File: src/rtl/matrix3_stream_sequencer_pkg.sv
// Shared definitions for the 3x3 neighbourhood sequencer: FSM state
// encodings, the fixed number of buffer row slots and slot arithmetic.
package matrix3_stream_sequencer_pkg;

  // The line buffer always rotates through three row slots.
  localparam int P_ROWS = 3;
  localparam int SLOT_W = 2;

  typedef logic [SLOT_W-1:0] slot_t;
  typedef logic [1:0]        state_t;

  localparam state_t S_IDLE  = 2'd0;
  localparam state_t S_WRITE = 2'd1;
  localparam state_t S_READ  = 2'd2;
  localparam state_t S_EMIT  = 2'd3;

  // Next slot, wrapping modulo P_ROWS.
  function automatic slot_t slot_next(input slot_t s);
    return (s == slot_t'(P_ROWS - 1)) ? slot_t'(0) : s + slot_t'(1);
  endfunction

  // Previous slot, i.e. (s + 2) mod 3: the row above the one just written.
  function automatic slot_t slot_prev(input slot_t s);
    return (s == slot_t'(0)) ? slot_t'(P_ROWS - 1) : s - slot_t'(1);
  endfunction

  // Counter width for a range of v values, never narrower than one bit.
  function automatic int clog2_min1(input int v);
    return (v > 1) ? $clog2(v) : 1;
  endfunction

endpackage

File: src/rtl/matrix3_stream_sequencer_if.sv
// Bundle of the pixel input stream, the line-buffer control bus and the
// matrix output handshake. The master modport is the sequencer's view;
// the slave modport is the surrounding stages (source, buffer, kernel).
interface matrix3_stream_sequencer_if #(
  parameter int P_COLUMNS     = 640,
  parameter int P_IMAGE_ROWS  = 480,
  parameter int P_PIXEL_DEPTH = 8
);
  import matrix3_stream_sequencer_pkg::*;

  localparam int COL_W = clog2_min1(P_COLUMNS);
  localparam int ROW_W = clog2_min1(P_IMAGE_ROWS);

  // Raster pixel input
  logic [P_PIXEL_DEPTH-1:0] pixel;
  logic                     pixel_valid;
  logic                     start_of_frame;
  logic                     pixel_ready;

  // Line buffer access
  logic [COL_W-1:0]         fb_column;
  slot_t                    fb_row;
  logic [P_PIXEL_DEPTH-1:0] fb_pixel;
  logic                     fb_write_enable;
  logic                     fb_read_enable;

  // Matrix hand-off to the edge kernel
  logic                     matrix_valid;
  logic                     matrix_ready;
  logic [COL_W-1:0]         center_column;
  logic [ROW_W-1:0]         center_row;
  logic                     frame_done;

  modport master (
    input  pixel, pixel_valid, start_of_frame, matrix_ready,
    output pixel_ready, fb_column, fb_row, fb_pixel, fb_write_enable,
           fb_read_enable, matrix_valid, center_column, center_row, frame_done
  );

  modport slave (
    output pixel, pixel_valid, start_of_frame, matrix_ready,
    input  pixel_ready, fb_column, fb_row, fb_pixel, fb_write_enable,
           fb_read_enable, matrix_valid, center_column, center_row, frame_done
  );

endinterface

File: src/rtl/matrix3_stream_sequencer_raster_counter.sv
// Raster position tracker: column, image row and rotating buffer slot.
// Column wraps into a row increment; the last row wraps back to row 0 and
// slot 0 so every frame starts in the same slot. A synchronous clear
// restarts the frame and takes priority over advance.
module matrix3_stream_sequencer_raster_counter
  import matrix3_stream_sequencer_pkg::*;
#(
  parameter int P_COLUMNS    = 640,
  parameter int P_IMAGE_ROWS = 480,
  parameter int COL_W        = 10,
  parameter int ROW_W        = 9
) (
  input  logic             clk,
  input  logic             rst,
  input  logic             clear,
  input  logic             advance,
  output logic [COL_W-1:0] col,
  output logic [ROW_W-1:0] row,
  output slot_t            slot
);

  localparam logic [COL_W-1:0] COL_LAST = COL_W'(P_COLUMNS - 1);
  localparam logic [ROW_W-1:0] ROW_LAST = ROW_W'(P_IMAGE_ROWS - 1);

  logic [COL_W-1:0] col_reg, col_next;
  logic [ROW_W-1:0] row_reg, row_next;
  slot_t            slot_reg, slot_next_val;

  // Next raster position: clear, step one pixel, or hold.
  always_comb begin
    col_next      = col_reg;
    row_next      = row_reg;
    slot_next_val = slot_reg;
    if (clear) begin
      col_next      = '0;
      row_next      = '0;
      slot_next_val = '0;
    end else if (advance) begin
      if (col_reg == COL_LAST) begin
        col_next = '0;
        if (row_reg == ROW_LAST) begin
          row_next      = '0;
          slot_next_val = '0;
        end else begin
          row_next      = row_reg + ROW_W'(1);
          slot_next_val = slot_next(slot_reg);
        end
      end else begin
        col_next = col_reg + COL_W'(1);
      end
    end
  end

  // Position registers.
  always_ff @(posedge clk or posedge rst) begin
    if (rst) begin
      col_reg  <= '0;
      row_reg  <= '0;
      slot_reg <= '0;
    end else begin
      col_reg  <= col_next;
      row_reg  <= row_next;
      slot_reg <= slot_next_val;
    end
  end

  assign col  = col_reg;
  assign row  = row_reg;
  assign slot = slot_reg;

endmodule

File: src/rtl/matrix3_stream_sequencer.sv
// Raster-to-3x3 sequencer between the grayscale stage and the Sobel kernel.
// Each accepted pixel is written into its rotating row slot; once two rows
// and two columns of context exist, the neighbourhood centred one column
// and one row behind the write is read back and offered downstream.
// The buffer is single-ported, so write, read and emit take separate cycles.
module matrix3_stream_sequencer
  import matrix3_stream_sequencer_pkg::*;
#(
  parameter int P_COLUMNS     = 640,
  parameter int P_IMAGE_ROWS  = 480,
  parameter int P_PIXEL_DEPTH = 8
) (
  input logic                       clk,
  input logic                       rst,
  matrix3_stream_sequencer_if.master bus
);

  localparam int COL_W = clog2_min1(P_COLUMNS);
  localparam int ROW_W = clog2_min1(P_IMAGE_ROWS);
  // Images narrower or shorter than 3 have no interior pixels at all.
  localparam bit HAS_MATRIX = (P_COLUMNS >= 3) && (P_IMAGE_ROWS >= 3);
  localparam logic [COL_W-1:0] COL_LAST = COL_W'(P_COLUMNS - 1);
  localparam logic [ROW_W-1:0] ROW_LAST = ROW_W'(P_IMAGE_ROWS - 1);

  state_t                   state_reg, state_next;
  logic                     started_reg;
  logic [P_PIXEL_DEPTH-1:0] pixel_reg;
  logic [COL_W-1:0]         wr_col_reg;
  logic [ROW_W-1:0]         wr_row_reg;
  slot_t                    wr_slot_reg;
  logic                     frame_done_reg;

  logic [COL_W-1:0]         cnt_col;
  logic [ROW_W-1:0]         cnt_row;
  slot_t                    cnt_slot;

  logic                     accepting;
  logic                     transfer;
  logic                     needs_read;
  logic                     last_pixel;
  logic                     done_event;

  // Ready is held low for the first cycle after reset release.
  assign accepting  = (state_reg == S_IDLE) && started_reg;
  assign transfer   = accepting && bus.pixel_valid;
  assign needs_read = HAS_MATRIX && (wr_row_reg >= ROW_W'(2)) && (wr_col_reg >= COL_W'(2));
  assign last_pixel = (wr_col_reg == COL_LAST) && (wr_row_reg == ROW_LAST);

  // The counters always describe the next pixel to arrive; a start of
  // frame clears them in the same cycle the pixel itself is latched as (0,0).
  matrix3_stream_sequencer_raster_counter #(
    .P_COLUMNS   (P_COLUMNS),
    .P_IMAGE_ROWS(P_IMAGE_ROWS),
    .COL_W       (COL_W),
    .ROW_W       (ROW_W)
  ) u_raster_counter (
    .clk    (clk),
    .rst    (rst),
    .clear  (transfer && bus.start_of_frame),
    .advance(state_reg == S_WRITE),
    .col    (cnt_col),
    .row    (cnt_row),
    .slot   (cnt_slot)
  );

  // Frame completion: after the last matrix is taken, or straight after the
  // last write when the image is too small to produce any matrix.
  generate
    if (HAS_MATRIX) begin : g_done_on_emit
      assign done_event = (state_reg == S_EMIT) && bus.matrix_ready && last_pixel;
    end else begin : g_done_on_write
      assign done_event = (state_reg == S_WRITE) && last_pixel;
    end
  endgenerate

  // Next-state decode: idle -> write -> (read -> emit) -> idle.
  always_comb begin
    state_next = state_reg;
    case (state_reg)
      S_IDLE:  if (transfer) state_next = S_WRITE;
      S_WRITE: state_next = needs_read ? S_READ : S_IDLE;
      S_READ:  state_next = S_EMIT;
      S_EMIT:  if (bus.matrix_ready) state_next = S_IDLE;
      default: state_next = S_IDLE;
    endcase
  end

  // State, start-up gating and frame-done pulse.
  always_ff @(posedge clk or posedge rst) begin
    if (rst) begin
      state_reg      <= S_IDLE;
      started_reg    <= 1'b0;
      frame_done_reg <= 1'b0;
    end else begin
      state_reg      <= state_next;
      started_reg    <= 1'b1;
      frame_done_reg <= done_event;
    end
  end

  // Capture the accepted pixel and the raster position it belongs to.
  always_ff @(posedge clk or posedge rst) begin
    if (rst) begin
      pixel_reg   <= '0;
      wr_col_reg  <= '0;
      wr_row_reg  <= '0;
      wr_slot_reg <= '0;
    end else if (transfer) begin
      pixel_reg   <= bus.pixel;
      wr_col_reg  <= bus.start_of_frame ? '0 : cnt_col;
      wr_row_reg  <= bus.start_of_frame ? '0 : cnt_row;
      wr_slot_reg <= bus.start_of_frame ? '0 : cnt_slot;
    end
  end

  // Buffer strobes, addresses and matrix handshake decoded from the state.
  always_comb begin
    bus.fb_column       = '0;
    bus.fb_row          = '0;
    bus.fb_write_enable = 1'b0;
    bus.fb_read_enable  = 1'b0;
    bus.matrix_valid    = 1'b0;
    bus.center_column   = '0;
    bus.center_row      = '0;
    case (state_reg)
      S_WRITE: begin
        bus.fb_write_enable = 1'b1;
        bus.fb_column       = wr_col_reg;
        bus.fb_row          = wr_slot_reg;
      end
      S_READ: begin
        // Centre sits one column left and one row up from the pixel just written.
        bus.fb_read_enable = 1'b1;
        bus.fb_column      = wr_col_reg - COL_W'(1);
        bus.fb_row         = slot_prev(wr_slot_reg);
        bus.center_column  = wr_col_reg - COL_W'(1);
        bus.center_row     = wr_row_reg - ROW_W'(1);
      end
      S_EMIT: begin
        bus.matrix_valid  = 1'b1;
        bus.center_column = wr_col_reg - COL_W'(1);
        bus.center_row    = wr_row_reg - ROW_W'(1);
      end
      default: ;
    endcase
  end

  assign bus.pixel_ready = accepting;
  assign bus.fb_pixel    = pixel_reg;
  assign bus.frame_done  = frame_done_reg;

endmodule

File: src/flat_wrapper.sv
// flat-port wrapper written by rule: the top's interface ports become plain ports
module matrix3_stream_sequencer_flat import matrix3_stream_sequencer_pkg::*;
#(
  parameter int P_COLUMNS     = 640,
  parameter int P_IMAGE_ROWS  = 480,
  parameter int P_PIXEL_DEPTH = 8
)
  (clk, rst, bus_pixel, bus_pixel_valid, bus_start_of_frame, bus_matrix_ready, bus_pixel_ready, bus_fb_column, bus_fb_row, bus_fb_pixel, bus_fb_write_enable, bus_fb_read_enable, bus_matrix_valid, bus_center_column, bus_center_row, bus_frame_done);
  matrix3_stream_sequencer_if #(.P_COLUMNS(P_COLUMNS), .P_IMAGE_ROWS(P_IMAGE_ROWS), .P_PIXEL_DEPTH(P_PIXEL_DEPTH)) bus_i ();
  input logic clk;
  input logic rst;
  input wire logic [$bits(bus_i.pixel)-1:0] bus_pixel;
  input wire logic [$bits(bus_i.pixel_valid)-1:0] bus_pixel_valid;
  input wire logic [$bits(bus_i.start_of_frame)-1:0] bus_start_of_frame;
  input wire logic [$bits(bus_i.matrix_ready)-1:0] bus_matrix_ready;
  output wire logic [$bits(bus_i.pixel_ready)-1:0] bus_pixel_ready;
  output wire logic [$bits(bus_i.fb_column)-1:0] bus_fb_column;
  output wire logic [$bits(bus_i.fb_row)-1:0] bus_fb_row;
  output wire logic [$bits(bus_i.fb_pixel)-1:0] bus_fb_pixel;
  output wire logic [$bits(bus_i.fb_write_enable)-1:0] bus_fb_write_enable;
  output wire logic [$bits(bus_i.fb_read_enable)-1:0] bus_fb_read_enable;
  output wire logic [$bits(bus_i.matrix_valid)-1:0] bus_matrix_valid;
  output wire logic [$bits(bus_i.center_column)-1:0] bus_center_column;
  output wire logic [$bits(bus_i.center_row)-1:0] bus_center_row;
  output wire logic [$bits(bus_i.frame_done)-1:0] bus_frame_done;
  assign bus_i.pixel = bus_pixel;
  assign bus_i.pixel_valid = bus_pixel_valid;
  assign bus_i.start_of_frame = bus_start_of_frame;
  assign bus_i.matrix_ready = bus_matrix_ready;
  assign bus_pixel_ready = bus_i.pixel_ready;
  assign bus_fb_column = bus_i.fb_column;
  assign bus_fb_row = bus_i.fb_row;
  assign bus_fb_pixel = bus_i.fb_pixel;
  assign bus_fb_write_enable = bus_i.fb_write_enable;
  assign bus_fb_read_enable = bus_i.fb_read_enable;
  assign bus_matrix_valid = bus_i.matrix_valid;
  assign bus_center_column = bus_i.center_column;
  assign bus_center_row = bus_i.center_row;
  assign bus_frame_done = bus_i.frame_done;
  matrix3_stream_sequencer #(.P_COLUMNS(P_COLUMNS), .P_IMAGE_ROWS(P_IMAGE_ROWS), .P_PIXEL_DEPTH(P_PIXEL_DEPTH)) u_core (.clk(clk), .rst(rst), .bus(bus_i));
endmodule
File: config.mk
export PLATFORM = sky130hd
export DESIGN_NAME = matrix3_stream_sequencer_flat
export DESIGN_NICKNAME = d
export VERILOG_FILES = /design/src/rtl/matrix3_stream_sequencer_pkg.sv /design/src/rtl/matrix3_stream_sequencer_if.sv /design/src/rtl/matrix3_stream_sequencer_raster_counter.sv /design/src/rtl/matrix3_stream_sequencer.sv /design/src/flat_wrapper.sv
export SDC_FILE = /design/constraint.sdc
export NUM_CORES = 1
export LEC_CHECK = 0
export ABC_AREA = 1
export CAP_MARGIN = 20
export CORE_ASPECT_RATIO = 0.5
export CORE_MARGIN = 4
export CORE_UTILIZATION = 48
export CTS_CLUSTER_DIAMETER = 120
export CTS_CLUSTER_SIZE = 30
export DETAILED_ROUTE_END_ITERATION = 10
export PLACE_DENSITY_LB_ADDON = 0.05
export RECOVER_POWER = 25
export SLEW_MARGIN = 30
export SYNTH_ARGS = -nofsm -noshare
export SYNTH_HDL_FRONTEND = slang
export SYNTH_SLANG_ARGS = --single-unit
File: constraint.sdc
create_clock -name clk -period 1.6 [get_ports clk]
set_input_delay 0.32 -clock clk [delete_from_list [all_inputs] [get_ports clk]]
set_output_delay 0.32 -clock clk [all_outputs]
set_load 0.02 [all_outputs]
=== Yosys cells after proc, flatten, opt, wreduce, memory -nomap -nowiden ===
Cells that the tools add are included.

* Register bits: 54
* Bits of input ports: 13
* Output and inout bits: 44
* Word-level logic and storage cells: 69

* $add $sub $neg: 6
* $lt $le $gt $ge: 2
* Equal/unequal tests: 10
* Muxes and demuxes: 27
* Reductions and logical operators: 14

{| class="wikitable"
|+ Operators by type and width
! cell !! number
|-
| $mux W9 || 6
|-
| $mux W10 || 5
|-
| $eq A10 B10 Y1 const B || 2
|-
| $mux W2 || 10
|-
| $pmux W10 S2 || 1
|-
| $eq A9 B9 Y1 const B || 2
|-
| $add A10 B1 Y10 const B || 1
|-
| $ge A10 B2 Y1 const B || 1
|-
| $sub A10 B1 Y10 const B || 1
|-
| $add A9 B1 Y9 const B || 1
|-
| $ge A9 B2 Y1 const B || 1
|-
| $sub A9 B1 Y9 const B || 1
|-
| $pmux W2 S4 || 1
|-
| $logic_and A1 B1 Y1 || 7
|-
| $eq A2 B2 Y1 const B || 3
|-
| $logic_not A2 Y1 || 2
|-
| $pmux W2 S2 || 1
|-
| $reduce_and A2 Y1 || 2
|-
| $reduce_bool A2 Y1 || 2
|-
| $mux W1 || 3
|-
| $add A2 B1 Y2 const B || 1
|-
| $eq A2 B1 Y1 const B || 1
|-
| $ne A2 B1 Y1 const B || 1
|-
| $ne A2 B2 Y1 const B || 1
|-
| 2 further kinds || 2
|}

=== Logic depth before layout (Yosys ltp) ===
* Word-level depth: 6
* Gate-level depth with buffers: 10
* Mapped depth without buffers: 9

=== Hierarchy ===
From an unflattened synthesis, not the netlist that was laid out.

* Cell total of the unflattened synthesis: 460
* Area, all modules: 3408.3 µm²

{| class="wikitable"
|+ By module, submodules not included
! module !! times used !! cells each !! area an instance (µm²) !! seq. area each (µm²)
|-
| matrix3_stream_sequencer || 1 || 295 || 2153.3 || 825.8
|-
| matrix3_stream_sequencer_raster_counter || 1 || 165 || 1255.0 || 525.5
|}

=== Least setup slack after synthesis ===
OpenSTA, ideal clock, no wires.

* Path kind: register to output
* From: register (tool-made name)
* To: output bus_fb_column[2]
* Arrival: 1.634 ns
* Required time: 1.280 ns
* Path slack: -0.354 ns
* Stages on the path, launching flop included: 6
* Buffers on the path: 1
* Path through: dfrtp_1 -> inv_1 -> ha_1 -> clkbuf_1 -> nand2_1 -> a21oi_1

{| class="wikitable"
|+ RTL lines
! element !! RTL line !! source
|-
| end, declared || flat_wrapper.sv:17 || <nowiki>output wire logic [$bits(bus_i.fb_column)-1:0] bus_fb_column;</nowiki>
|}

=== Worst setup path after layout ===
* From: register u_core.wr_col_reg[6]
* To: output bus_fb_column[9]

* Word-level cells in the longest chain between the ends: 2

{| class="wikitable"
|+ Ends and longest elaborated chain
! element !! RTL line !! source
|-
| start, declared || matrix3_stream_sequencer.sv:28 || <nowiki>logic [COL_W-1:0] wr_col_reg;</nowiki>
|-
| start signal, assigned || matrix3_stream_sequencer.sv:110 || <nowiki>wr_col_reg <= bus.start_of_frame ? '0 : cnt_col;</nowiki>
|-
| $sub A10 B1 Y10 || matrix3_stream_sequencer.sv:134 || <nowiki>bus.fb_column = wr_col_reg - COL_W'(1);</nowiki>
|-
| $pmux W10 S2 || matrix3_stream_sequencer.sv:125 || <nowiki>case (state_reg)</nowiki>
|}

No other way between the ends.

==> summary.md <==
| Metric | Value |
|---|---|
| Share of cells above drive strength 1 | 0.502 |
| Placed cell areas | between 4000 and 5000 sq um |
| CTS Sinks | 54 |
| Max cap viols | 0 |
| Finished Layout Cells | approximately 750 |
| Vias in the first global route | 3,712 |
| Power share of the clock group | 0.105 |
| Row count | 21 |
| Core Box Area | 6750 sq um |
| Yosys top cell area share | 0.399 |
| Total track usage | 0.271 |
| Crit-path max FO | 3 |
| Worst Setup Start Kind | flop |
| Post-placement cell count | 704 |
| Clock transition at path regs | 80 ps |
| Die area | ~8500 sq um |
| Worst Skew | about 9.5 ps |
| Antenna-violating nets left | 0 |
| Layout area overhead | 84.6% |
| Switching Share | 0.473 |
| First DRT Iteration DRCs | 773 |
| Power Internal | 5.76 mW |
| Most common cell in the netlist | nand2_1 |
| Clock Path Buffers | 2 |
| Min Clock Period, post-route | 2260 ps |
| Synth unique cells | 36 |
| CP most frequent cell | nand3_2 |
| CTS tree | built |
| Chip Width | approximately 130 um |
| F_max | 442 MHz |
| Final Hold Fails | 0 |
| Final Cycle Share | 1.42 |
| Status | complete, but fails checks |
| Worst Hold Slack | 477 ps |
| Clk_lat worst skew | 310 ps |
| Largest cells by area after synthesis | dfrtp_1 40%, nand2_1 14%, nand3_1 7.1%, nor2_1 6.3%, inv_1 6.0% |
| Final setup viols | slightly below 70 |
| Routed WL per cell | 22.6 um |
| Comb pwr share | 0.706 |
| Setup tns final | -15,780 ps |
| Power per cell area | 1750 nW/um^2 |
| CP Depth | 8 |
| HPWL Detailed | 7200 um |
| Global route overflow | 0 |
| Residual DRC | 0 |
| R2R Setup Slk | -180 ps |
| Global-route met3 utilization | 0.0387 |
| Root buf cell | clkbuf_16 |
| Net Count, Synth | 503 |
| Nets | 682 |
| Ant. Diodes | 0 |
| Ys flop type | dfrtp_1 |
| Synthesized area per cell | slightly above 7 sq um |
| Violated checks | negative setup slack |
| Path depth of the worst reg2reg path | 10 |
| Final Slew Violations | 0 |
| Largest net degree at the start of global routing | 44 |
| Sequential power share | 0.188 |
| Worst relative slew slack | 0.572 |
| Sequential fraction of the synthesis area | 0.399 |
| Busiest grt layer | met2 |
| Number of synthesized flops with an enable pin | 0 |
| Asr flop ratio synth | 1.00 |
| Critical path arrival | 1940 ps |
| HP Class | flop to flop |
| Grt met1 use | 0.360 |
| Hold endpoint | u_core.bus.fb_pixel[7] |
| Hold path depth | 2 |
| P_leak | 2.95 nW |
| Final WL | 16,900 um |
| Final GP Congestion | between 0.9 and 1 |
| Setup ws final | -664 ps |
| Post-Syn Instances | 476 |
| GR met2 Demand/Resource | 0.468 |
| Synth Cell Area | 3390 sq um |
| WP data required | 1280 ps |
| Critical path, cell by cell | nor2_1 -> buf_4 -> nand2_1 -> inv_1 -> nand3_2 -> nand3_2 -> a21oi_2 -> buf_6 |
| Chip height | 67.4 um |
| Initial antenna violation count | 0 |
| Slew @ Worst Pin | 643 ps |
| IR drop worst, VDD | 823 uV |
| First-pass GRT wire length | 18,200 um |
| Yosys reg bits | 54 |
| Starting Density | 0.501 |
| IO Count | 57 |
| Routed via count | 4,637 |
| Total number of H-tree levels | 2 |
| Reg2reg end | u_core.u_raster_counter.col[2] |
| Delay-heaviest family, CP | simple AND/OR/NAND/NOR gates |
| Crit path kind | flop to primary output |
| # port buffers | 56 |
| Worst setup EP type | primary output |
| Psw | 5.18 mW |
| Largest area contributor in the netlist | dfrtp_1 |
| R2R Path Start | u_core.state_reg[0] |
| RSZ-0062 raised after global routing | yes |
| Leading cell types by count after synthesis | 125 x nand2_1, 57 x nor2_1, 54 x dfrtp_1, 54 x inv_1, 48 x nand3_1 |
| Hold Crit Start | u_core.bus.fb_pixel[7] |
| Drt via density | 6.20 |
| Final instance area | about 6200 sq um |
| Crit path launch | u_core.wr_col_reg[6] |
| Critical path buffers and inverters | 3 |
| TritonCTS buffer count | 5 |
| Slowest CP cell | dfrtp_1 |
| Syn. warnings | 0 |
| DRT Pass-1 Iters | 6 |
| CP max stage delay | 460 ps |
==> what timing repair did <==
action	4_1_cts	5_1_grt
endpoints found under the hold margin	0	0
hold buffers	0	0
pin swaps	31	34
endpoints found under the setup margin	88	75
gates resized for setup	281	144
buffers inserted	17	18
cloned	2	4
==> worst max-delay path by stage <==
| stage | end | slack [ps] |
|---|---|---|
| global placement | bus_fb_column[8] | -510 |
| detailed placement | bus_center_row[8] | -540 |
| finish | bus_fb_column[9] | -660 |
| floorplan | bus_fb_column[2] | -30 |
| global route | bus_fb_column[9] | -630 |
| CTS | bus_fb_column[9] | -350 |
==> cell type report <==
| type | instances | area [sq um] |
|---|---|---|
| timing repair buffer | 188 | 1860 |
| clock buffer | 5 | 125 |
| sequential | 54 | 1350 |
| fill | 203 | 504 |
| tap | 92 | 115 |
| inverter | 56 | 248 |
| clock inverter | 3 | 25.0 |
| multi-input combinational | 350 | 2520 |
==> worst min-delay path, cell delays in order, from the launching register on <==
cell     delay, ps
dfrtp_1        350
nand2_1         50
nand2_1         50
==> placed cells by master (no fill, tap or decap), drive strengths merged, types with 2 or more instances in the layout <==
cell type	instances
clkdlybuf4s50	12
a21oi	18
nor3	7
nand4	11
o21bai	2
nor2	58
clkbuf	11
buf	161
o21ai	37
clkinvlp	3
ha	14
dlygate4sd2	2
xor2	4
nand3	50
dfrtp	54
inv	55
nand2	128
o22ai	4
nor3b	2
nand3b	2
dlymetal6s2s	6
or2	5
==> metal layers <==
| layer | vias to the layer above | wire, um |
|---|---|---|
| met5 | - | 0 |
| met4 | 0 | 1160 |
| met3 | 149 | 2110 |
| met2 | 462 | 7410 |
| met1 | 2125 | 6190 |
| li1 | 1901 | - |
==> cell families after synthesis <==
family,share of synthesized area
xor+xnor,0.0129
flops,0.399
buf+inv,0.0894
other cells,0.00111
fa+ha+maj,0.0517
simple gates,0.340
compound gates,0.105
==> power by group through the flow <==
stage | clock network [mW] | registers (mW) | logic [mW]
6_report | 1.15 | 2.06 | 7.72
5_1_grt | 1.19 | 2.08 | 7.96
4_1_cts | 1.12 | 1.98 | 5.86
3_5_place_dp | 0 | 1.98 | 4.64
3_3_place_gp | 0 | 1.97 | 4.55
2_1_floorplan | 0 | 2.13 | 2.30
==> through the flow <==
| step | worst slack, ps | power, mW | utilization |
|---|---|---|---|
| 3_5_place_dp | -541 | 6.62 | 0.732 |
| 5_1_grt | -627 | 11.2 | 0.925 |
| 6_report | -664 | 10.9 | 0.925 |
| 4_1_cts | -345 | 8.96 | 0.831 |
| 2_1_floorplan | -27.0 | 4.43 | - |
| 3_3_place_gp | -505 | 6.52 | 0.732 |
(Power assumes the default switching activity.)
